File: src/rtl/trail_fb_scheduler_if.sv
// Frame-buffer write port between the trail scheduler (master) and the memory controller (slave).
interface trail_fb_scheduler_if;
    logic [19:0] fb_addr;
    logic [15:0] fb_wdata;
    logic        fb_we;
    logic        fb_gnt;

    modport master (output fb_addr, output fb_wdata, output fb_we, input fb_gnt);
    modport slave  (input fb_addr, input fb_wdata, input fb_we, output fb_gnt);
endinterface

File: src/rtl/trail_fb_scheduler.sv
// Sequences frame-buffer clears and per-frame trail blocks for both bikes onto one SRAM write port.
// Optional macro TRAIL_4X4_EN widens each player block from 2x2 to 4 rows x 2 columns.
module trail_fb_scheduler #(
    parameter int          FB_W      = 320,
    parameter int          FB_DEPTH  = 307200,
    parameter int          X_OFS     = 8,
    parameter logic [15:0] BLUE_CODE = 16'h0001,
    parameter logic [15:0] RED_CODE  = 16'h0003
) (
    input  logic                         Clk,
    input  logic                         Reset,
    input  logic                         frame_clk,
    input  logic [2:0]                   Game_State,
    input  logic [7:0]                   Blue_X,
    input  logic [7:0]                   Blue_Y,
    input  logic [7:0]                   Red_X,
    input  logic [7:0]                   Red_Y,
    trail_fb_scheduler_if.master         fb,
    output logic                         busy,
    output logic [7:0]                   overrun_cnt
);
    localparam logic [2:0] PLAY = 3'b010;
`ifdef TRAIL_4X4_EN
    localparam int IDX_W = 3;
`else
    localparam int IDX_W = 2;
`endif
    localparam logic [IDX_W-1:0] IDX_LAST   = '1;
    localparam logic [19:0]      CLEAR_LAST = 20'(FB_DEPTH - 1);

    typedef enum logic [1:0] {IDLE, CLEAR, FIRST, SECOND} state_t;

    state_t            state_reg, state_next;
    logic [IDX_W-1:0]  idx_reg, idx_next, idx_inc;
    logic [19:0]       addr_reg, addr_next;
    logic [15:0]       wdata_reg, wdata_next;
    logic              we_reg, we_next;
    logic              busy_reg;
    logic [7:0]        overrun_reg;
    logic              overrun_inc;
    logic              frame_sync_reg, frame_prev_reg;
    logic [2:0]        gs_prev_reg;
    logic              toggle_reg, toggle_next;       // 1: blue goes first on the next serviced frame
    logic              first_blue_reg, first_blue_next;
    logic              latch_en;
    logic              frame_edge, is_play, play_entry, granted;
    logic [7:0]        coord_in  [4];
    logic [7:0]        coord_lat [4];
    logic [7:0]        live_x, live_y, cur_x, cur_y, sec_x, sec_y;
    logic              cur_blue;

    // Word idx: low bits select the row, top bit selects the column.
    function automatic logic [19:0] word_addr(input logic [7:0] x, input logic [7:0] y,
                                              input logic [IDX_W-1:0] idx);
        logic [19:0] base;
        base = ((20'(x) + 20'(X_OFS)) << 1) + 20'(y) * 20'(FB_W * 4);
        return base + 20'(idx[IDX_W-2:0]) * 20'(FB_W) + 20'(idx[IDX_W-1]);
    endfunction

    assign coord_in[0] = Blue_X;
    assign coord_in[1] = Blue_Y;
    assign coord_in[2] = Red_X;
    assign coord_in[3] = Red_Y;

    for (genvar gi = 0; gi < 4; gi++) begin : g_coord
        logic [7:0] coord_q;
        always_ff @(posedge Clk) begin
            if (Reset)         coord_q <= '0;
            else if (latch_en) coord_q <= coord_in[gi];
        end
        assign coord_lat[gi] = coord_q;
    end

    assign frame_edge = frame_sync_reg & ~frame_prev_reg;
    assign is_play    = (Game_State == PLAY);
    assign play_entry = is_play && (gs_prev_reg != PLAY);
    assign granted    = we_reg & fb.fb_gnt;
    assign idx_inc    = idx_reg + 1'b1;

    assign cur_blue = (state_reg == FIRST) ? first_blue_reg : ~first_blue_reg;
    assign live_x   = toggle_reg ? Blue_X : Red_X;
    assign live_y   = toggle_reg ? Blue_Y : Red_Y;
    assign cur_x    = cur_blue ? coord_lat[0] : coord_lat[2];
    assign cur_y    = cur_blue ? coord_lat[1] : coord_lat[3];
    assign sec_x    = first_blue_reg ? coord_lat[2] : coord_lat[0];
    assign sec_y    = first_blue_reg ? coord_lat[3] : coord_lat[1];

    always_comb begin
        state_next      = state_reg;
        idx_next        = idx_reg;
        addr_next       = addr_reg;
        wdata_next      = wdata_reg;
        we_next         = we_reg;
        toggle_next     = toggle_reg;
        first_blue_next = first_blue_reg;
        latch_en        = 1'b0;
        overrun_inc     = 1'b0;
        case (state_reg)
            IDLE: begin
                we_next = 1'b0;
                if (play_entry) begin
                    // A frame edge colliding with the clear trigger is lost.
                    state_next  = CLEAR;
                    addr_next   = '0;
                    wdata_next  = '0;
                    we_next     = 1'b1;
                    overrun_inc = frame_edge;
                end else if (frame_edge && is_play) begin
                    state_next      = FIRST;
                    idx_next        = '0;
                    latch_en        = 1'b1;
                    first_blue_next = toggle_reg;
                    toggle_next     = ~toggle_reg;
                    addr_next       = word_addr(live_x, live_y, '0);
                    wdata_next      = toggle_reg ? BLUE_CODE : RED_CODE;
                    we_next         = 1'b1;
                end
            end
            CLEAR: begin
                overrun_inc = frame_edge;
                if (granted) begin
                    if (addr_reg == CLEAR_LAST) begin
                        state_next = IDLE;
                        we_next    = 1'b0;
                    end else begin
                        addr_next = addr_reg + 20'd1;
                    end
                end
            end
            default: begin
                overrun_inc = frame_edge;
                if (!is_play) begin
                    state_next = IDLE;
                    we_next    = 1'b0;
                end else if (granted) begin
                    if (idx_reg != IDX_LAST) begin
                        idx_next  = idx_inc;
                        addr_next = word_addr(cur_x, cur_y, idx_inc);
                    end else if (state_reg == FIRST) begin
                        state_next = SECOND;
                        idx_next   = '0;
                        addr_next  = word_addr(sec_x, sec_y, '0);
                        wdata_next = first_blue_reg ? RED_CODE : BLUE_CODE;
                    end else begin
                        state_next = IDLE;
                        we_next    = 1'b0;
                    end
                end
            end
        endcase
    end

    always_ff @(posedge Clk) begin
        if (Reset) begin
            state_reg      <= IDLE;
            idx_reg        <= '0;
            addr_reg       <= '0;
            wdata_reg      <= '0;
            we_reg         <= 1'b0;
            busy_reg       <= 1'b0;
            overrun_reg    <= '0;
            frame_sync_reg <= 1'b0;
            frame_prev_reg <= 1'b0;
            gs_prev_reg    <= '0;
            toggle_reg     <= 1'b1;
            first_blue_reg <= 1'b1;
        end else begin
            state_reg      <= state_next;
            idx_reg        <= idx_next;
            addr_reg       <= addr_next;
            wdata_reg      <= wdata_next;
            we_reg         <= we_next;
            busy_reg       <= (state_next != IDLE);
            frame_sync_reg <= frame_clk;
            frame_prev_reg <= frame_sync_reg;
            gs_prev_reg    <= Game_State;
            toggle_reg     <= toggle_next;
            first_blue_reg <= first_blue_next;
            if (overrun_inc && (overrun_reg != 8'hFF))
                overrun_reg <= overrun_reg + 8'd1;
        end
    end

    assign fb.fb_addr  = addr_reg;
    assign fb.fb_wdata = wdata_reg;
    assign fb.fb_we    = we_reg;
    assign busy        = busy_reg;
    assign overrun_cnt = overrun_reg;
endmodule
File: src/flat_wrapper.sv
// flat-port wrapper written by rule: the top's interface ports become plain ports
module trail_fb_scheduler_flat 
#(
    parameter int          FB_W      = 320,
    parameter int          FB_DEPTH  = 307200,
    parameter int          X_OFS     = 8,
    parameter logic [15:0] BLUE_CODE = 16'h0001,
    parameter logic [15:0] RED_CODE  = 16'h0003
)
  (Clk, Reset, frame_clk, Game_State, Blue_X, Blue_Y, Red_X, Red_Y, busy, overrun_cnt, fb_fb_addr, fb_fb_wdata, fb_fb_we, fb_fb_gnt);
  trail_fb_scheduler_if fb_i ();
  input  logic Clk;
  input  logic Reset;
  input  logic frame_clk;
  input  logic [2:0] Game_State;
  input  logic [7:0] Blue_X;
  input  logic [7:0] Blue_Y;
  input  logic [7:0] Red_X;
  input  logic [7:0] Red_Y;
  output logic busy;
  output logic [7:0] overrun_cnt;
  output wire logic [$bits(fb_i.fb_addr)-1:0] fb_fb_addr;
  output wire logic [$bits(fb_i.fb_wdata)-1:0] fb_fb_wdata;
  output wire logic [$bits(fb_i.fb_we)-1:0] fb_fb_we;
  input wire logic [$bits(fb_i.fb_gnt)-1:0] fb_fb_gnt;
  assign fb_fb_addr = fb_i.fb_addr;
  assign fb_fb_wdata = fb_i.fb_wdata;
  assign fb_fb_we = fb_i.fb_we;
  assign fb_i.fb_gnt = fb_fb_gnt;
  trail_fb_scheduler #(.FB_W(FB_W), .FB_DEPTH(FB_DEPTH), .X_OFS(X_OFS), .BLUE_CODE(BLUE_CODE), .RED_CODE(RED_CODE)) u_core (.Clk(Clk), .Reset(Reset), .frame_clk(frame_clk), .Game_State(Game_State), .Blue_X(Blue_X), .Blue_Y(Blue_Y), .Red_X(Red_X), .Red_Y(Red_Y), .fb(fb_i), .busy(busy), .overrun_cnt(overrun_cnt));
endmodule
File: config.mk
export PLATFORM = sky130hd
export DESIGN_NAME = trail_fb_scheduler_flat
export DESIGN_NICKNAME = d
export VERILOG_FILES = /design/src/rtl/trail_fb_scheduler_if.sv /design/src/rtl/trail_fb_scheduler.sv /design/src/flat_wrapper.sv
export SDC_FILE = /design/constraint.sdc
export NUM_CORES = 1
export LEC_CHECK = 0
export CAP_MARGIN = 40
export CORE_MARGIN = 10
export CORE_UTILIZATION = 65
export CTS_CLUSTER_SIZE = 10
export DETAILED_ROUTE_END_ITERATION = 10
export DONT_BUFFER_PORTS = 1
export GPL_ROUTABILITY_DRIVEN = 0
export PLACE_DENSITY = 0.9
export SLEW_MARGIN = 15
export SYNTH_ARGS = -nofsm -noshare
export SYNTH_HDL_FRONTEND = slang
export SYNTH_SLANG_ARGS = --single-unit
File: constraint.sdc
create_clock -name Clk -period 5 [get_ports Clk]
set_input_delay 0.25 -clock Clk [delete_from_list [all_inputs] [get_ports Clk]]
set_output_delay 0.25 -clock Clk [all_outputs]
set_load 0.005 [all_outputs]
==> metrics.yaml, run 1 <==
run_status: "complete, but fails checks"
violated_checks: "negative hold slack"
ys_ff_latch: 75
vias: 5847
drv.max_cap_violation_count: 0
report.final.setup_viol: 0
drt_iter0_markers: 735
area_of_the_multi_input_gates_sq_um: 4460
synth_compound_area_share_pct: 18.3
htree_levels: 3
endpoint_kind: "flip-flop"
gr-total-overflow: 0
fin_crit_sh_pct: 84.0
n_fill_cell: 729
timing.clock.skew_ns: 0.00707
fp.coreArea_sq_um: 9280
final_hpwl_dp_um: 13000
route.detailed.wl_per_inst_um: 19.5
syn-mean-instance-area_sq_um: 8.02
crit_family: "simple AND/OR/NAND/NOR gates"
post_cts.resized_instances: 0
rsz0062_at_grt: "false"
synthFlopType: "sky130_fd_sc_hd__dfxtp_1"
ff2ff_path_depth: 17
hold_slack_ns: -0.00439
cts_buffer_depth: 2
final_layout_size_suffix_gt1_share_pct: 8.70
seq_area_sq_um: 1500
clkTransAtPathRegs_ns: 0.10
residual_drc_count: 0
crit-reg2reg-capture: "u_core.fb.fb_addr[16]"
cp_num_cells: 17
holdPathStages: 2
finalMaxSlewViolations: 0
grt_antenna_before_repair: 0
timing.critical_path.buf_inv: 0
main_combinational_cell_family_by_area_after_synthesis: "simple AND/OR/NAND/NOR gates"
top_level_ports: 85
worstHoldStart: "Blue_X[5]"
routed_wl_um: 17500
hold_violations: 3
timing.setup.critical_path_class: "flip-flop to flip-flop"
start_point_of_the_critical_path: "u_core.state_reg[0]"
critPathMaxStageDelay_ns: 0.57
synth_top_area_share_pct: 24.2
cts_sinks: 75
chipHeight_um: 118
synthMuxAreaShare_pct: 9.12
rr_startpoint: "u_core.state_reg[0]"
timing.critical_path.cells: "and2b_1, xnor2_2, mux2_2, ha_1, nand3_1, xnor2_1, nor2_1, a21oi_1, fa_1, ha_1, a31oi_1, nor2b_1, o2111ai_1, or4_1, nand3_1, a21oi_1, a2111oi_2"
tritoncts_clock_tree: "built"
final_cell_mix: "106 x sky130_fd_sc_hd__nand2_1, 75 x sky130_fd_sc_hd__dfxtp_1, 73 x sky130_fd_sc_hd__a21oi_1"
crit_fanout: 4
synth_sequential_area_ratio_pct: 24.2
port-buffer-count: 0
timing.critical_path.arrival_ns: 4.48
area_growth_pct: 5.23
num_antenna_cells: 0
fmax_mhz: 238
routed_via_density: 6.50
grt.total_usage_pct: 24.3
ys_async_sr_fraction_pct: 0
synth_edf_count: 0
timing.final.ws_setup_ns: 0.802
x_dimension_of_the_die_um: 118
place_ws_ns: 0.852
pwr_density_cell_nw_per_um2: 209
root_buffer_cell: "sky130_fd_sc_hd__clkbuf_8"
min_to: "u_core.g_coord[0].coord_q[5]"
yosysTopAreaCell: "sky130_fd_sc_hd__dfxtp_1"
final.min_clock_period_ns: 4.20
min_path_type: "primary input to flip-flop"
synthXorXnorAreaFrac_pct: 10.3
total_leakage_power_uw: 0.00258
worst_ep_required_time_ns: 5.28
grt_max_degree: 70
grt_pass1_vias: 5719
critical_path.startpoint_type: "flip-flop"
adder_and_majority_cell_fraction_of_the_synthesized_area_pct: 11.4
yosysWarnings: 0
syn-instance-count: 775
area_share_of_and_or_nand_nor_cells_after_synthesis_pct: 21.6
r2r_setup_slack_ns: 0.80
crit_slowest_cell: "sky130_fd_sc_hd__or4_1"
post_synth_instance_area_sq_um: 6220
cts_inserted_buffers: 9
final_antenna_net_count: 0
synth.distinct_cells: 65
regMostFlops: "u_core.g_coord.coord_q"
max-vdd-ir-drop_mv: 0.170
largest_register_ff_count: 32
numPlacedInstances: 879
total_number_of_nets_in_the_final_design: 857
worst_slew_pin_slew_ns: 0.676
worstSkewPairLatency_ns: 0.38
first_pass_grt_wire_length_um: 28700
initial_core_util_pct: 67.0
timing.max_slew.rel_slack_pct: 54.9
setup-tns-final_ns: 0
die_area_sq_um: 13900
final_cell_count_no_fill: 899
layout.cells.most_common: "sky130_fd_sc_hd__nand2_1"
floorplan.rows: 35
ys_top_cells_by_area: "sky130_fd_sc_hd__dfxtp_1 24%, sky130_fd_sc_hd__ha_1 9.5%, sky130_fd_sc_hd__nand2_1 6.4%, sky130_fd_sc_hd__a21oi_1 5.9%, sky130_fd_sc_hd__xnor2_1 5.5%"
drt-pass1-iter-count: 5
==> worst max path at each step <==
stage                                       end  slack (ns)
after global placement    u_core.fb.fb_addr[16]        1.06
final                     u_core.fb.fb_addr[16]        0.80
after detailed placement  u_core.fb.fb_addr[16]        0.85
after global routing      u_core.fb.fb_addr[16]        0.58
after floorplan           u_core.fb.fb_addr[16]        0.78
after CTS                 u_core.fb.fb_addr[16]        0.85
==> final cells by class <==
type / count / area share [%]
multi-input combinational: 648 / 68.2
sequential: 75 / 23.0
clock inverter: 7 / 1.07
tap: 129 / 2.47
timing repair buffer: 15 / 2.51
clock buffer: 9 / 1.89
inverter: 16 / 0.918
==> cells in the mapped netlist, types with 3 or more instances <==
library cell	n
sky130_fd_sc_hd__buf_1	3
sky130_fd_sc_hd__buf_2	6
sky130_fd_sc_hd__a211oi_1	12
sky130_fd_sc_hd__clkbuf_1	22
sky130_fd_sc_hd__nand3_1	26
sky130_fd_sc_hd__mux2_2	23
sky130_fd_sc_hd__inv_1	14
sky130_fd_sc_hd__buf_4	17
sky130_fd_sc_hd__a31oi_1	6
sky130_fd_sc_hd__and3_1	12
sky130_fd_sc_hd__or2_2	6
sky130_fd_sc_hd__nand2b_1	3
sky130_fd_sc_hd__nor2b_1	15
sky130_fd_sc_hd__xnor2_1	39
sky130_fd_sc_hd__o21bai_1	3
sky130_fd_sc_hd__o31ai_1	5
sky130_fd_sc_hd__nor4b_1	4
sky130_fd_sc_hd__o21ai_0	29
sky130_fd_sc_hd__a221oi_1	14
sky130_fd_sc_hd__ha_1	47
sky130_fd_sc_hd__dfxtp_1	75
sky130_fd_sc_hd__mux2i_1	27
sky130_fd_sc_hd__and2_1	5
sky130_fd_sc_hd__nand4_1	3
sky130_fd_sc_hd__a211o_1	12
sky130_fd_sc_hd__nor3_1	14
sky130_fd_sc_hd__nand3b_1	7
sky130_fd_sc_hd__nand2_1	106
sky130_fd_sc_hd__and4_1	4
sky130_fd_sc_hd__o22ai_1	3
sky130_fd_sc_hd__a21oi_1	73
sky130_fd_sc_hd__a21o_1	3
sky130_fd_sc_hd__fa_1	6
sky130_fd_sc_hd__nor2_1	58
sky130_fd_sc_hd__xor2_1	32
sky130_fd_sc_hd__or3_1	4
==> logic make-up after synthesis <==
logic type	Yosys count
other	1
xor gates and xnor gates	72
adders and majority gates	53
buffers and inverters	65
DFF	75
and+or+nand+nor	279
muxes	52
AOI/OAI and AO/OA	178
==> report_power, final <==
part           switching [uW]  leakage [uW]  internal (uW)
Clock                     287     0.0000951            193
Sequential               24.9      0.000608            614
Combinational             142       0.00187            107
==> stage by stage <==
stage | utilization, % | area, sq um | power [uW]
3_3_place_gp | 67.3 | 6250 | 867
3_5_place_dp | 67.7 | 6290 | 879
5_1_grt | 70.5 | 6540 | 1420
4_1_cts | 70.4 | 6530 | 1350
2_1_floorplan | - | 6260 | 841
6_report | 70.5 | 6540 | 1370
==> metal layers <==
metal	vias to the layer above	GRT usage, %	wire [um]
met5	-	0	0
met4	0	7.42	371
met3	46	6.62	1950
met2	350	40.8	8410
met1	2732	29.5	6770
li1	2719	-	-
==> what timing repair did <==
action / CTS / global route
setup buffers: 0 / 0
hold buffers: 3 / 1
endpoints found under the hold margin: 69 / 1
No activity file was read; power rests on OpenSTA's default activity.
==> run 2, diff against run 1 <==
--- a/config.mk
+++ b/config.mk
@@ -5,6 +5,7 @@
 export SDC_FILE = /design/constraint.sdc
 export NUM_CORES = 1
 export LEC_CHECK = 0
+export ABC_AREA = 1
 export CAP_MARGIN = 40
 export CORE_MARGIN = 10
 export CORE_UTILIZATION = 65
==> constraint.sdc (replaced) <==
create_clock -name Clk -period 4.3 [get_ports Clk]
set_input_delay 0.215 -clock Clk [delete_from_list [all_inputs] [get_ports Clk]]
set_output_delay 0.215 -clock Clk [all_outputs]
set_load 0.005 [all_outputs]
==> run 2 against run 1 <==
Net effect:
- the run still ends with negative hold slack left
- synthesized cell count grew 33%
- non-clock buffer count grew 9
- clock power grew 11%
- synthesized area grew 3.7%
- sequential share of layout area shrank 0.87 points
==> metrics.yaml, run 2 <==
setup-tns-final_ns: 0  # unchanged
final_cell_count_no_fill: 1167  # +30%
run_status: "complete, but fails checks"
floorplan.rows: 36  # +2.9%
final_cell_mix: "237 x sky130_fd_sc_hd__nand2_1, 125 x sky130_fd_sc_hd__inv_1, 111 x sky130_fd_sc_hd__nor2_1"
die_area_sq_um: 14300  # +3.1%
synth.distinct_cells: 51  # -22%
timing.setup.critical_path_class: "flip-flop to flip-flop"
residual_drc_count: 0  # unchanged
min_path_type: "primary input to flip-flop"
x_dimension_of_the_die_um: 120  # +1.5%
drt-pass1-iter-count: 6  # +1
share_comb_of_total_power_pct: 21.3  # +3.1 points
main_combinational_cell_family_by_area_after_synthesis: "simple AND/OR/NAND/NOR gates"
timing.max_slew.rel_slack_pct: 47.3  # -7.7 points
final_antenna_net_count: 0  # unchanged
hold_violations: 1  # -2
worstHoldStart: "Red_Y[5]"
yosysTopAreaCell: "sky130_fd_sc_hd__dfxtp_1"
drv.max_cap_violation_count: 0  # unchanged
total_number_of_nets_in_the_final_design: 1121  # +31%
largest_register_ff_count: 32  # unchanged
area_share_of_and_or_nand_nor_cells_after_synthesis_pct: 31.3  # +9.7 points
routed_wl_um: 18800  # +7.4%
fp.coreArea_sq_um: 9730  # +4.8%
port-buffer-count: 0  # unchanged
crit_path_frequent_cell: "sky130_fd_sc_hd__nand2_1"
grt.total_usage_pct: 25.3  # +1.0 points
start_point_of_the_critical_path: "u_core.state_reg[0]"
rr_startpoint: "u_core.state_reg[0]"
final_hpwl_dp_um: 14200  # +8.8%
max-vdd-ir-drop_mv: 0.233  # +37%
numPlacedInstances: 1135  # +29%
synthFlopType: "sky130_fd_sc_hd__dfxtp_1"
crit_fanout: 24  # +20
synthMostInstantiatedCell: "sky130_fd_sc_hd__nand2_1"
routed_via_density: 5.93  # -8.8%
yosys-top-cells-count: "237 x sky130_fd_sc_hd__nand2_1, 125 x sky130_fd_sc_hd__inv_1, 111 x sky130_fd_sc_hd__nor2_1"
first_pass_grt_wire_length_um: 30500  # +6.3%
endpoint_kind: "flip-flop"
vias: 6924  # +18%
area_growth_pct: 5.45
cts_sinks: 75  # unchanged
timing.critical_path.cells: "inv_2, nand2_1, nand2_1, nand2_1, buf_4, nand2_1, o21ai_0, ha_1, nand3_1, xor2_1, fa_1, ha_1, nand3_1, nand2_1, nand2_1, nand2_1, nand2_1, nor2_1, nand2_1, nor2_1, nand2_1, o211ai_1, nand3_1, a21oi_1"
pwr_density_cell_nw_per_um2: 243  # +16%
top_level_ports: 85  # unchanged
grt_antenna_before_repair: 0  # unchanged
post_cts.resized_instances: 0  # unchanged
grt_max_degree: 56  # -20%
rsz0062_at_grt: "false"
root_buffer_cell: "sky130_fd_sc_hd__clkbuf_8"
yosysWarnings: 0  # unchanged
critPathMaxStageDelay_ns: 0.44  # -0.13 ns
worstSkewPairLatency_ns: 0.38  # about the same
htree_levels: 3  # unchanged
final_layout_size_suffix_gt1_share_pct: 5.13  # -3.6 points
power_switching_uw: 583  # +29%
report.final.setup_viol: 0  # unchanged
critical_path.startpoint_type: "flip-flop"
timing.critical_path.arrival_ns: 4.24  # -0.24 ns
ys_ff_latch: 75  # unchanged
layout.cells.most_common: "sky130_fd_sc_hd__nand2_1"
clkTransAtPathRegs_ns: 0.10  # about the same
hold_slack_ns: -0.00385  # +0.000540 ns
finalMaxSlewViolations: 0  # unchanged
regMostFlops: "u_core.g_coord.coord_q"
fmax_mhz: 254  # +6.6%
n_fill_cell: 857  # +18%
cts_buffer_depth: 2  # unchanged
pwr-share-seq_pct: 46.4  # -0.3 points
post_synth_instance_area_sq_um: 6450  # +3.7%
power_report.internal_total_uw: 1070  # +17%
adder_and_majority_cell_fraction_of_the_synthesized_area_pct: 11.0  # -0.41 points
initial_core_util_pct: 66.3  # -0.67 points
chipHeight_um: 120  # +1.5%
cts_inserted_buffers: 9  # unchanged
power.share.switching_pct: 35.3  # +2.2 points
tritoncts_clock_tree: "built"
total_leakage_power_uw: 0.00325  # +26%
gr-total-overflow: 0  # unchanged
worst_ep_required_time_ns: 4.60  # -0.68 ns
finalCoreUtilization_pct: 69.9  # -0.56 points
synth_top_area_share_pct: 23.3  # -0.87 points
worst_slew_pin_slew_ns: 0.790  # +0.114 ns
syn-instance-count: 1027  # +33%
drt_iter0_markers: 913  # +24%
synth_compound_area_share_pct: 19.6  # +1.3 points
syn-mean-instance-area_sq_um: 6.28  # -22%
violated_checks: "negative hold slack"
timing.clock.skew_ns: 0.0139  # +0.00679 ns
route.detailed.wl_per_inst_um: 16.1  # -17%
synth_edf_count: 0  # unchanged
synthXorXnorAreaFrac_pct: 2.44  # -7.8 points
grt_pass1_vias: 6284  # +9.9%
final.min_clock_period_ns: 3.94  # -0.260 ns
power.share.clock_pct: 32.4  # -2.7 points
num_antenna_cells: 0  # unchanged
synthMuxAreaShare_pct: 0.466  # -8.7 points
crit_slowest_cell: "sky130_fd_sc_hd__dfxtp_1"
ys_top_cells_by_area: "sky130_fd_sc_hd__dfxtp_1 23%, sky130_fd_sc_hd__nand2_1 14%, sky130_fd_sc_hd__ha_1 9.1%, sky130_fd_sc_hd__o21ai_0 8.1%, sky130_fd_sc_hd__inv_1 7.3%"
synth_sequential_area_ratio_pct: 23.3  # -0.87 points
ys_async_sr_fraction_pct: 0  # unchanged
fin_crit_sh_pct: 91.6  # +7.6 points
-- run 2: changes by cell type after synthesis, moves of 12 or more --
cell | before | now
sky130_fd_sc_hd__xor2_1 | 32 | 11
sky130_fd_sc_hd__xnor2_1 | 39 | 7
sky130_fd_sc_hd__a211o_1 | 12 | 0
sky130_fd_sc_hd__mux2_2 | 23 | 0
sky130_fd_sc_hd__nor2_1 | 58 | 111
sky130_fd_sc_hd__nor2b_1 | 15 | 0
sky130_fd_sc_hd__mux2i_1 | 27 | 3
sky130_fd_sc_hd__o21ai_0 | 29 | 105
sky130_fd_sc_hd__inv_1 | 14 | 125
sky130_fd_sc_hd__nand3_1 | 26 | 58
sky130_fd_sc_hd__a221oi_1 | 14 | 0
sky130_fd_sc_hd__nand2_1 | 106 | 237
-- run 2: stage by stage --
step                power [uW]  cell area, sq um  setup slack [ns]  hold WS [ns]
floorplan                 1030              6500              1.03         0.322
global placement          1090              6450             0.687         0.289
detailed placement        1100              6450             0.501         0.291
CTS                       1640              6790             0.460       0.00288
global route              1720              6800            0.0563       0.00382
finish                    1650              6800             0.363      -0.00385
-- run 2: power groups by stage --
stage	sequential [uW]	combinational [uW]	clock, uW
final	765	351	534
after global routing	769	393	558
after CTS	764	339	534
after detailed placement	780	321	0
after global placement	779	313	0
after floorplan	765	265	0
-- run 2: path summary, 6_finish.rpt --
| path | to | slack, ns | depth (start not counted) |
|---|---|---|---|
| max | u_core.fb.fb_addr[18] | 0.36 | 24 |
| min reg2reg | u_core.frame_prev_reg | 0.46 | 2 |
| max reg2reg | u_core.fb.fb_addr[18] | 0.36 | 24 |
| min | u_core.g_coord[3].coord_q[5] | -0.004 | 2 |
-- run 2: critical path, delay by kind of cell (launching register included) --
family	cells	cell delay, ns
AO/OA/AOI/OAI	3	0.36
XOR/XNOR	1	0.19
adder cells (fa/ha/maj)	3	1.02
buffers and inverters	2	0.37
flip-flops	1	0.44
AND/OR/NAND/NOR	15	1.49
-- run 2: logic make-up (layout without fill, tap and decap cells) --
logic type,count (synthesis),after routing
compound gates,233,233
xor+xnor,18,18
fa+ha+maj,53,53
buf+inv,177,171
flops,75,75
mux,3,3
other cells,1,14
simple gates,467,467
-- run 2: cell type report --
class	count	area (sq um)	share of cell area (%)
clock inverter	7	61.3	0.902
multi-input combinational	788	4230	62.2
sequential	75	1500	22.1
timing repair buffer	24	225	3.31
tap	133	166	2.45
clock buffer	9	124	1.82
inverter	131	494	7.27
-- run 2: timing repair --
action / in CTS / in global routing
hold buffers: 15 / 0
buffers inserted: 0 / 0
endpoints found under the hold margin: 30 / 0
-- run 2: metal layers --
metal	GRT usage (%)	up-vias	routed length, um
li1	-	3369	-
met1	31.5	3107	7530
met2	39.7	394	8350
met3	8.02	54	2310
met4	10.7	0	593
met5	0	-	0
==> run 3, diff against run 2 <==
--- a/config.mk
+++ b/config.mk
@@ -12,7 +12,7 @@
 export CTS_CLUSTER_SIZE = 10
 export DETAILED_ROUTE_END_ITERATION = 10
 export DONT_BUFFER_PORTS = 1
-export GPL_ROUTABILITY_DRIVEN = 0
+export MAX_ROUTING_LAYER = met4
 export PLACE_DENSITY = 0.9
 export SLEW_MARGIN = 15
 export SYNTH_ARGS = -nofsm -noshare
==> run 3 against run 2 <==
Net effect:
- core utilization shrank 0.91 points
- flip-flop and latch count unchanged
- via count is 1.7% lower
- combinational power shrank 3%
- setup slack improved by 0.012 ns
- register-to-register slack about the same
- clock skew up 0.0037 ns
- first-iteration DRC count fell by 17%
- largest cell class unchanged
- global-route usage is 0.44 points higher
- clock power about the same
- the run still ends with negative hold slack left
==> metrics.yaml, run 3 (synthesized netlist as in run 2, its figures left out) <==
run_status: "complete, but fails checks"
violated_checks: "negative hold slack"
timing.setup.critical_path_class: "flip-flop to flip-flop"
x_dimension_of_the_die_um: 120  # unchanged
timing.critical_path.arrival_ns: 4.21  # -0.03 ns
route.detailed.wl_per_inst_um: 16.2  # +0.37%
grt_max_degree: 56  # unchanged
final_hpwl_dp_um: 14200  # +0.42%
tritoncts_clock_tree: "built"
cts_buffer_depth: 2  # unchanged
post_cts.resized_instances: 0  # unchanged
residual_drc_count: 0  # unchanged
final_layout_size_suffix_gt1_share_pct: 5.07  # -0.057 points
crit_slowest_cell: "sky130_fd_sc_hd__dfxtp_1"
drt_iter0_markers: 760  # -17%
setup-tns-final_ns: 0  # unchanged
drt-pass1-iter-count: 6  # unchanged
fp.coreArea_sq_um: 9730  # unchanged
timing.max_slew.rel_slack_pct: 42.9  # -4.4 points
fin_crit_sh_pct: 91.3  # -0.29 points
endpoint_kind: "flip-flop"
die_area_sq_um: 14300  # unchanged
floorplan.rows: 36  # unchanged
drv.max_cap_violation_count: 0  # unchanged
pwr_density_cell_nw_per_um2: 245  # +0.78%
grt.total_usage_pct: 25.8  # +0.44 points
hold_violations: 1  # unchanged
hold_slack_ns: -0.00548  # -0.00163 ns
max-vdd-ir-drop_mv: 0.199  # -15%
port-buffer-count: 0  # unchanged
finalWeightedCongestion: 0.987
worst_ep_required_time_ns: 4.59  # about the same
finalMaxSlewViolations: 0  # unchanged
layout.cells.most_common: "sky130_fd_sc_hd__nand2_1"
regMostFlops: "u_core.g_coord.coord_q"
critical_path.startpoint_type: "flip-flop"
htree_levels: 3  # unchanged
total_number_of_nets_in_the_final_design: 1113  # -0.71%
initial_core_util_pct: 66.3  # unchanged
crit_fanout: 24  # unchanged
crit_path_frequent_cell: "sky130_fd_sc_hd__nand2_1"
final_antenna_net_count: 0  # unchanged
num_antenna_cells: 0  # unchanged
report.final.setup_viol: 0  # unchanged
timing.clock.skew_ns: 0.0176  # +0.00370 ns
post_cts_buffers: 0  # unchanged
grt_pass1_vias: 6202  # -1.3%
rsz0062_at_grt: "false"
worst_slew_pin_slew_ns: 0.854  # +0.0641 ns
cts_inserted_buffers: 9  # unchanged
fin_total_pwr_uw: 1640  # -0.54%
fmax_mhz: 255  # +0.32%
timing.critical_path.cells: "inv_2, nand2_1, nand2_1, nand2_1, buf_4, nand2_1, o21ai_0, ha_1, nand3_1, xor2_1, fa_1, ha_1, nand3_1, nand2_1, nand2_1, nand2_1, nand2_1, nor2_1, nand2_1, nor2_1, nand2_1, o211ai_1, nand3_1, a21oi_1"
vias: 6804  # -1.7%
critPathMaxStageDelay_ns: 0.44  # about the same
worstSkewPairLatency_ns: 0.36  # -0.02 ns
area_growth_pct: 4.07
total_leakage_power_uw: 0.00321  # -1.3%
clkTransAtPathRegs_ns: 0.09  # about the same
grt_antenna_before_repair: 0  # unchanged
chipHeight_um: 120  # unchanged
final_cell_mix: "237 x sky130_fd_sc_hd__nand2_1, 125 x sky130_fd_sc_hd__inv_1, 111 x sky130_fd_sc_hd__nor2_1"
first_pass_grt_wire_length_um: 30300  # -0.48%
largest_register_ff_count: 32  # unchanged
cts_sinks: 75  # unchanged
gr-total-overflow: 0  # unchanged
min_path_type: "primary input to flip-flop"
routed_wl_um: 18700  # -0.32%
top_level_ports: 85  # unchanged
root_buffer_cell: "sky130_fd_sc_hd__clkbuf_8"
routed_via_density: 5.87  # -1.1%
final.min_clock_period_ns: 3.92  # -0.0125 ns
[run 3: cell count changes in the layout (fill, tap and decap cells not counted)]
cell | previous run | this run
sky130_fd_sc_hd__clkinvlp_4 | 1 | 2
sky130_fd_sc_hd__dlygate4sd3_1 | 15 | 8
sky130_fd_sc_hd__clkinv_4 | 2 | 0
sky130_fd_sc_hd__inv_6 | 1 | 3
sky130_fd_sc_hd__buf_8 | 1 | 0
sky130_fd_sc_hd__inv_8 | 2 | 1
[run 3: layout make-up]
| class | count | area (sq um) |
|---|---|---|
| clock buffers | 9 | 124 |
| clock inverters | 7 | 57.6 |
| fillers | 886 | 3020 |
| inverters | 131 | 494 |
| multi-input cells | 788 | 4230 |
| flip-flops and latches | 75 | 1500 |
| well taps | 133 | 166 |
| repair buffers | 16 | 140 |
[run 3: worst paths after layout]
path | cells past startpoint | endpoint | slack, ns | startpoint
min reg2reg | 2 | u_core.g_coord[2].coord_q[5] | 0.47 | u_core.g_coord[2].coord_q[5]
max | 24 | u_core.fb.fb_addr[18] | 0.38 | u_core.state_reg[0]
min | 2 | u_core.g_coord[1].coord_q[1] | -0.005 | Blue_Y[1]
max reg2reg | 24 | u_core.fb.fb_addr[18] | 0.38 | u_core.state_reg[0]
[run 3: critical path, delay by kind of cell (launching register included)]
| kind | cells | cell delay, ns |
|---|---|---|
| and+or+nand+nor | 15 | 1.54 |
| DFF | 1 | 0.44 |
| AOI/OAI and AO/OA | 3 | 0.35 |
| buffers and inverters | 2 | 0.38 |
| adders and majority gates | 3 | 1.00 |
| xor gates and xnor gates | 1 | 0.18 |
[run 3: metrics by stage]
stage	util (%)	std cells	hold slack, ns	cell area [sq um]	setup slack, ns
final	69.0	1159	-0.00548	6710	0.375
after global routing	69.0	1159	0.00951	6710	0.00108
after CTS	69.0	1159	0.000877	6710	0.464
after detailed placement	66.3	1135	0.292	6450	0.515
after global placement	66.3	1135	0.289	6450	0.675
after floorplan	-	1040	0.322	6500	1.03
[run 3: timing repair]
item                       in CTS  in global routing
hold endpoints to repair       21                  0
setup endpoints to repair       0                  0
hold buffers                    8                  0
[run 3: metal layers]
layer,track usage [%],vias up,part of all wire [%]
met5,-,-,0
met4,5.51,0,1.3
met3,5.06,29,10
met2,40.2,327,45
met1,33.9,3098,44
li1,-,3350,-
[run 3: power breakdown]
part / internal (uW) / leakage (uW) / switching (uW) / total, uW
clock: 219 / 0.0000886 / 317 / 536
sequential: 723 / 0.000610 / 42.5 / 765
combinational: 118 / 0.00251 / 221 / 340
